===== src/rtl/sao_stat_accum_pkg.sv =====
// Shared SAO statistics definitions: sign/category types, widths and the
// edge-offset classifier used by the statistics blocks.
package sao_stat_accum_pkg;

   localparam int DIFF_W = 5;
   localparam int PSUM_W = 9;   // 16 pixels * |diff|<=16
   localparam int PCNT_W = 5;   // 0..16 pixels

   typedef logic signed [1:0] sao_sign_t;

   typedef enum logic [2:0] {
      CAT_NONE = 3'd0,
      CAT_1    = 3'd1,
      CAT_2    = 3'd2,
      CAT_3    = 3'd3,
      CAT_4    = 3'd4
   } sao_cat_e;

   typedef enum logic [1:0] {
      ACCUM  = 2'd0,
      DRAIN  = 2'd1,
      OUTPUT = 2'd2
   } sao_state_e;

   function automatic sao_cat_e sao_classify(sao_sign_t sl, sao_sign_t sr);
      logic signed [2:0] e;
      e = {sl[1], sl} + {sr[1], sr};
      case (e)
         -3'sd2:  return CAT_1;
         -3'sd1:  return CAT_2;
          3'sd1:  return CAT_3;
          3'sd2:  return CAT_4;
         default: return CAT_NONE;
      endcase
   endfunction

endpackage


===== src/rtl/sao_stat_accum_if.sv =====
// Beat input and CTB result buses of the SAO statistics accumulator.
// SAO_STAT_MASK_EN adds the per-pixel availability mask.
interface sao_stat_accum_if
   import sao_stat_accum_pkg::*;
#(
   parameter int NUM_CAT = 4,
   parameter int SUM_W   = 18,
   parameter int CNT_W   = 13
);
   logic                                 in_valid;
   logic                                 in_ready;
   logic                                 in_last;
   sao_sign_t [0:3][0:3]                 sign_l;
   sao_sign_t [0:3][0:3]                 sign_r;
   logic      [0:3][0:3][DIFF_W-1:0]     diff;
`ifdef SAO_STAT_MASK_EN
   logic      [0:3][0:3]                 in_mask;
`endif
   logic                                 stat_valid;
   logic                                 stat_ready;
   logic      [1:NUM_CAT][SUM_W-1:0]     stat_sum;
   logic      [1:NUM_CAT][CNT_W-1:0]     stat_cnt;

   modport master (
`ifdef SAO_STAT_MASK_EN
      output in_mask,
`endif
      output in_valid, in_last, sign_l, sign_r, diff, stat_ready,
      input  in_ready, stat_valid, stat_sum, stat_cnt
   );

   modport slave (
`ifdef SAO_STAT_MASK_EN
      input  in_mask,
`endif
      input  in_valid, in_last, sign_l, sign_r, diff, stat_ready,
      output in_ready, stat_valid, stat_sum, stat_cnt
   );
endinterface


===== src/rtl/sao_stat_blk_reduce.sv =====
// Classifies the 16 pixels of one 4x4 beat and reduces them into per-category
// partial diff sums and pixel counts (purely combinational).
module sao_stat_blk_reduce
   import sao_stat_accum_pkg::*;
#(
   parameter int NUM_CAT = 4
) (
   input  sao_sign_t [0:3][0:3]             sign_l,
   input  sao_sign_t [0:3][0:3]             sign_r,
   input  logic      [0:3][0:3][DIFF_W-1:0] diff,
   input  logic      [0:3][0:3]             mask,
   output logic      [1:NUM_CAT][PSUM_W-1:0] psum,
   output logic      [1:NUM_CAT][PCNT_W-1:0] pcnt
);

   sao_cat_e cat_px [16];

   for (genvar p = 0; p < 16; p++) begin : g_px
      assign cat_px[p] = mask[p/4][p%4] ? sao_classify(sign_l[p/4][p%4], sign_r[p/4][p%4])
                                        : CAT_NONE;
   end

   always_comb begin
      psum = '0;
      pcnt = '0;
      for (int k = 1; k <= NUM_CAT; k++) begin
         for (int p = 0; p < 16; p++) begin
            if (int'(cat_px[p]) == k) begin
               psum[k] = psum[k] + {{(PSUM_W-DIFF_W){diff[p/4][p%4][DIFF_W-1]}}, diff[p/4][p%4]};
               pcnt[k] = pcnt[k] + PCNT_W'(1);
            end
         end
      end
   end

endmodule


===== src/rtl/sao_stat_accum.sv =====
// SAO edge-offset statistics accumulator: 2-stage reduce/accumulate of 4x4
// beats per CTB with a held result handshake. SAO_STAT_MASK_EN enables in_mask.
module sao_stat_accum
   import sao_stat_accum_pkg::*;
#(
   parameter int NUM_CAT = 4,
   parameter int SUM_W   = 18,
   parameter int CNT_W   = 13
) (
   input  logic             clk,
   input  logic             rst,
   sao_stat_accum_if.slave  bus
);

   sao_state_e state_q, state_d;
   logic       in_ready_c, stat_valid_c;
   logic       accept;

   logic [0:3][0:3]              mask;
   logic [1:NUM_CAT][PSUM_W-1:0] psum, s1_sum;
   logic [1:NUM_CAT][PCNT_W-1:0] pcnt, s1_cnt;
   logic                         s1_vld, s1_last;
   logic [1:NUM_CAT][SUM_W-1:0]  acc_sum;
   logic [1:NUM_CAT][CNT_W-1:0]  acc_cnt;

`ifdef SAO_STAT_MASK_EN
   assign mask = bus.in_mask;
`else
   assign mask = '1;
`endif

   sao_stat_blk_reduce #(.NUM_CAT(NUM_CAT)) u_reduce (
      .sign_l (bus.sign_l),
      .sign_r (bus.sign_r),
      .diff   (bus.diff),
      .mask   (mask),
      .psum   (psum),
      .pcnt   (pcnt)
   );

   assign accept = bus.in_valid && in_ready_c;

   always_comb begin
      state_d      = state_q;
      in_ready_c   = 1'b0;
      stat_valid_c = 1'b0;
      case (state_q)
         ACCUM: begin
            in_ready_c = 1'b1;
            if (bus.in_valid && bus.in_last) state_d = DRAIN;
         end
         DRAIN: begin
            if (s1_vld && s1_last) state_d = OUTPUT;
         end
         OUTPUT: begin
            stat_valid_c = 1'b1;
            if (bus.stat_ready) state_d = ACCUM;
         end
         default: state_d = ACCUM;
      endcase
   end

   always_ff @(posedge clk or posedge rst) begin
      if (rst) state_q <= ACCUM;
      else     state_q <= state_d;
   end

   always_ff @(posedge clk or posedge rst) begin
      if (rst) begin
         s1_vld  <= 1'b0;
         s1_last <= 1'b0;
         s1_sum  <= '0;
         s1_cnt  <= '0;
      end else begin
         s1_vld <= accept;
         if (accept) begin
            s1_sum  <= psum;
            s1_cnt  <= pcnt;
            s1_last <= bus.in_last;
         end
      end
   end

   // Clearing on the output handshake lets the next CTB's first beat land on zero.
   always_ff @(posedge clk or posedge rst) begin
      if (rst) begin
         acc_sum <= '0;
         acc_cnt <= '0;
      end else if (state_q == OUTPUT && bus.stat_ready) begin
         acc_sum <= '0;
         acc_cnt <= '0;
      end else if (s1_vld) begin
         for (int k = 1; k <= NUM_CAT; k++) begin
            acc_sum[k] <= acc_sum[k] + {{(SUM_W-PSUM_W){s1_sum[k][PSUM_W-1]}}, s1_sum[k]};
            acc_cnt[k] <= acc_cnt[k] + {{(CNT_W-PCNT_W){1'b0}}, s1_cnt[k]};
         end
      end
   end

   assign bus.in_ready   = in_ready_c;
   assign bus.stat_valid = stat_valid_c;
   assign bus.stat_sum   = acc_sum;
   assign bus.stat_cnt   = acc_cnt;

endmodule

===== src/flat_wrapper.sv =====
// flat-port wrapper written by rule: the top's interface ports become plain ports
module sao_stat_accum_flat import sao_stat_accum_pkg::*;
#(
   parameter int NUM_CAT = 4,
   parameter int SUM_W   = 18,
   parameter int CNT_W   = 13
)
  (clk, rst, bus_in_valid, bus_in_last, bus_sign_l, bus_sign_r, bus_diff, bus_stat_ready, bus_in_ready, bus_stat_valid, bus_stat_sum, bus_stat_cnt);
  sao_stat_accum_if #(.NUM_CAT(NUM_CAT), .SUM_W(SUM_W), .CNT_W(CNT_W)) bus_i ();
  input  logic clk;
  input  logic rst;
  input wire logic [$bits(bus_i.in_valid)-1:0] bus_in_valid;
  input wire logic [$bits(bus_i.in_last)-1:0] bus_in_last;
  input wire logic [$bits(bus_i.sign_l)-1:0] bus_sign_l;
  input wire logic [$bits(bus_i.sign_r)-1:0] bus_sign_r;
  input wire logic [$bits(bus_i.diff)-1:0] bus_diff;
  input wire logic [$bits(bus_i.stat_ready)-1:0] bus_stat_ready;
  output wire logic [$bits(bus_i.in_ready)-1:0] bus_in_ready;
  output wire logic [$bits(bus_i.stat_valid)-1:0] bus_stat_valid;
  output wire logic [$bits(bus_i.stat_sum)-1:0] bus_stat_sum;
  output wire logic [$bits(bus_i.stat_cnt)-1:0] bus_stat_cnt;
  assign bus_i.in_valid = bus_in_valid;
  assign bus_i.in_last = bus_in_last;
  assign bus_i.sign_l = bus_sign_l;
  assign bus_i.sign_r = bus_sign_r;
  assign bus_i.diff = bus_diff;
  assign bus_i.stat_ready = bus_stat_ready;
  assign bus_in_ready = bus_i.in_ready;
  assign bus_stat_valid = bus_i.stat_valid;
  assign bus_stat_sum = bus_i.stat_sum;
  assign bus_stat_cnt = bus_i.stat_cnt;
  sao_stat_accum #(.NUM_CAT(NUM_CAT), .SUM_W(SUM_W), .CNT_W(CNT_W)) u_core (.clk(clk), .rst(rst), .bus(bus_i));
endmodule

===== config.mk =====
export PLATFORM = sky130hd
export DESIGN_NAME = sao_stat_accum_flat
export DESIGN_NICKNAME = d
export VERILOG_FILES = /design/src/rtl/sao_stat_accum_pkg.sv /design/src/rtl/sao_stat_accum_if.sv /design/src/rtl/sao_stat_blk_reduce.sv /design/src/rtl/sao_stat_accum.sv /design/src/flat_wrapper.sv
export SDC_FILE = /design/constraint.sdc
export NUM_CORES = 2
export LEC_CHECK = 0
export BUFFER_PORTS_ARGS = -buffer_cell sky130_fd_sc_hd__buf_2
export CORE_AREA = 3 3 332 334
export DETAILED_ROUTE_END_ITERATION = 12
export DIE_AREA = 0 0 335 337
export PLACE_DENSITY_LB_ADDON = 0.25
export SETUP_SLACK_MARGIN = 0.05
export SYNTH_ARGS = -nofsm -noshare
export SYNTH_HDL_FRONTEND = slang
export SYNTH_HIERARCHICAL = 1
export SYNTH_SLANG_ARGS = --single-unit
export TNS_END_PERCENT = 20

===== constraint.sdc =====
create_clock -name clk -period 7.1 [get_ports clk]
set_input_delay 0.355 -clock clk [delete_from_list [all_inputs] [get_ports clk]]
set_output_delay 0.355 -clock clk [all_outputs]
set_load 0.03 [all_outputs]

==> metrics.yaml <==
outcome:
  status: "finished, violations left"
  violations: "negative setup slack"
sta:
  tightest_slew_ns: 1.20
  slew-limit-headroom_pct: 19.9
  fin_crit_sh_pct: 210
  setup_ws_ns: -7.80
  max_freq_mhz: 67.1
  min_period_ns: 14.90
  setup_viol: 52
  final-max-slew-violation-count: 0
  skew_ns: 0.0142
  finalHoldViolCount: 0
  whs_ns: 0.0486
  rsz0062_at_grt: "true"
synthesis:
  syn_avg_cell_area_um2: 7.68
  synth_seq_cells: 184
  async_flop_share_pct: 100
  yosysSeqAreaShare_pct: 10.8
  synthTopCellsByArea: "ha_1 (19%), dfrtp_1 (11%), xnor2_1 (9.5%)"
  synth_cells: 5575
  syn-cell-area_mm2: 0.0428
  yosysWarnings: 6
  yosysUniqueCellTypes: 100
  synth_ff_type: "dfrtp_1"
  synth_top_area_cell: "ha_1"
  synth_edf_count: 0
  synth_top_area_share_pct: 18.6
global_route:
  grt_max_degree: 117
  antenna_found_initial: 4
  grt_overflow_total: 0
  grt_pass1_wl_um: 238000
  grt_pass1_vias: 45800
  grt_use_total_pct: 25.9
cts:
  clkLatencyLatePin_ns: 0.47
  cts_made_buffers: 17
  cts_root_buffer: "clkbuf_16"
  clk_path_buf_depth: 2
  cts_hold_buf: 0
  cts_sinks: 184
  cts_tree: "done"
  clk_pin_slew_ns: 0.09
  h-tree-depth: 4
die:
  dieArea_mm2: 0.113
  core_mm2: 0.107
  pin_count: 275
  die_x_um: 335
  start_util_pct: 39.9
  rows: 120
  die_height_um: 337
placement:
  io_buffer_count: 274
  globalplace.congestion: 0.923
  dp_hpwl_um: 124000
  place_area_mm2: 0.0569
worst_setup_path:
  setup.worst_path.start: "bus_sign_l[30]"
  critPathTopFamily: "buffers and inverters"
  regToRegStartpoint: "u_core/state_q[0]$_DFFE_PP0P_"
  r2r_setup_slack_ns: 4.05
  slowest_stage: "fa_2"
  path_class: "input pin to register"
  required_ns: 7.50
  critPathBufInv: 40
  ff2ff_path_depth: 7
  path_common_cell: "buf_4"
  cp_slowest_stage_delay_ns: 0.57
  timing.rr.end: "u_core/bus.stat_sum[53]$_DFFE_PP0P_"
  timing.critical_path.fanout_max: 5
  cp-start-kind: "input pin"
  critPathArrivalTime_ns: 15.30
  endpoint_kind: "register"
route:
  drtAntennaViolNets: 0
  via_count: 46400
  drt_iter0_markers: 2399
  wl_per_cell_um: 17.6
  wirelength_um: 154000
  drc_errors: 0
  viasPerCell: 5.29
  dr.pass1.iters: 6
power_and_ir_drop:
  p_leak_nw: 31.0
  power_density_mw_per_mm2: 294
  peakVddDrop_uv: 210
layout:
  final_area_mm2: 0.0631
  fill_cells: 9489
  multiInputGateArea_mm2: 0.0409
  fin_util_pct: 58.9
  nNetsFinal: 8236
  seqCellArea_mm2: 0.00461
  drive_above_1_share_pct: 38.7
  final_cell_mix: "buf_4 (1572), ha_1 (494), nand2_1 (487)"
  final_common_cell: "buf_4"
  syn_to_final_growth_pct: 47.5
min_path:
  hp-class: "input pin to async pin"
job:
  maxCapViolCount: 0
## cells by family (layout without fill, tap and decap cells)
kind of cell,count (synthesis),count (layout),share of synthesized area (%)
AO/OA/AOI/OAI,1500,1500,22.1
XOR/XNOR,646,646,14.2
adder cells (fa/ha/maj),741,741,23.5
buffers and inverters,620,2342,5.52
flip-flops,184,184,10.8
multiplexers,196,196,4.90
other,1,65,0.00876
AND/OR/NAND/NOR,1687,1687,19.0
## worst reg2reg max path, delay by kind of cell (launching register included)
| kind | cells | cell delay [ns] |
|---|---|---|
| compound gates | 2 | 0.24 |
| simple gates | 4 | 1.58 |
| flops | 1 | 0.43 |
| buf+inv | 1 | 0.69 |
## cells in the mapped netlist, types with 8 or more instances
| library cell | number |
|---|---|
| fa_1 | 104 |
| o22ai_1 | 22 |
| or2_2 | 21 |
| a31o_2 | 8 |
| or3_1 | 37 |
| nand3_1 | 85 |
| o31ai_1 | 37 |
| nand4_1 | 25 |
| mux2i_1 | 86 |
| nor3b_1 | 36 |
| buf_1 | 15 |
| a31oi_1 | 66 |
| nor3_1 | 99 |
| inv_1 | 435 |
| xnor2_2 | 14 |
| xor2_1 | 144 |
| and2_1 | 43 |
| nand2b_1 | 64 |
| ha_1 | 637 |
| mux2_2 | 110 |
| o31a_1 | 16 |
| nor2_1 | 509 |
| nor2b_1 | 96 |
| o21ai_0 | 256 |
| a21o_1 | 177 |
| nand2_1 | 513 |
| nor4_1 | 17 |
| buf_2 | 11 |
| and4b_1 | 24 |
| nand3b_1 | 13 |
| a21oi_1 | 499 |
| a211oi_1 | 50 |
| o21a_1 | 72 |
| o211ai_1 | 37 |
| xnor2_1 | 466 |
| o21bai_1 | 136 |
| a211o_1 | 15 |
| dfrtp_1 | 184 |
| and3_1 | 22 |
| nor4b_1 | 9 |
| nand4b_1 | 39 |
| clkbuf_1 | 153 |
| a21boi_0 | 27 |
## per-stage QoR
stage          TNS [ns]  worst slack [ns]  total power [mW]  instances
6_report        -249.14             -7.80              18.6       8764
4_1_cts         -241.62             -7.34              17.6       8697
2_1_floorplan   -231.29             -7.06              10.8       5637
3_3_place_gp    -278.48             -8.24              15.0       8473
3_5_place_dp    -288.12             -8.53              15.4       8473
5_1_grt         -280.68             -8.49              20.1       8762
## registers in the layout, indices dropped and copies added, names as in the netlist
name                 flops
u_core/s1_cnt           20
u_core/s1_vld            1
u_core/s1_last           1
u_core/state_q           2
u_core/bus.stat_sum     72
u_core/s1_sum           36
u_core/bus.stat_cnt     52
## power breakdown
group	switching, mW	internal (mW)
clock	0.518	0.483
combinational	7.71	7.77
sequential	0.543	1.54
total	8.77	9.79
## cell type report
type,instances,area share (%)
Multi-Input combinational cell,4833,64.8
Timing Repair Buffer,1873,21.6
Sequential cell,184,7.30
Tap cell,1403,2.78
Inverter,437,2.61
Clock buffer,17,0.674
Clock inverter,15,0.313
Antenna cell,2,0.00793
## what timing repair did
action	in CTS	in global routing
setup buffers	193	65
pin swaps	289	216
hold endpoints to repair	0	0
resized for setup	431	311
endpoints found under the setup margin	52	52
## worst max path at each step
| stage | to | depth (start not counted) |
|---|---|---|
| detailed placement | u_core/s1_sum[8]$_DFFE_PP0P_ | 83 |
| CTS | u_core/s1_sum[8]$_DFFE_PP0P_ | 79 |
| finish | u_core/s1_sum[26]$_DFFE_PP0P_ | 93 |
| global placement | u_core/s1_sum[8]$_DFFE_PP0P_ | 83 |
| global route | u_core/s1_sum[26]$_DFFE_PP0P_ | 79 |
| floorplan | u_core/s1_sum[35]$_DFFE_PP0P_ | 80 |
## layer usage
| layer | vias up | global-route usage (%) | wire (um) |
|---|---|---|---|
| li1 | 23100 | - | - |
| met1 | 22000 | 29.9 | 63000 |
| met2 | 1037 | 49.3 | 78500 |
| met3 | 303 | 1.98 | 5320 |
| met4 | 2 | 10.4 | 7050 |
| met5 | - | 0 | 13 |
(Power assumes the default switching activity.)
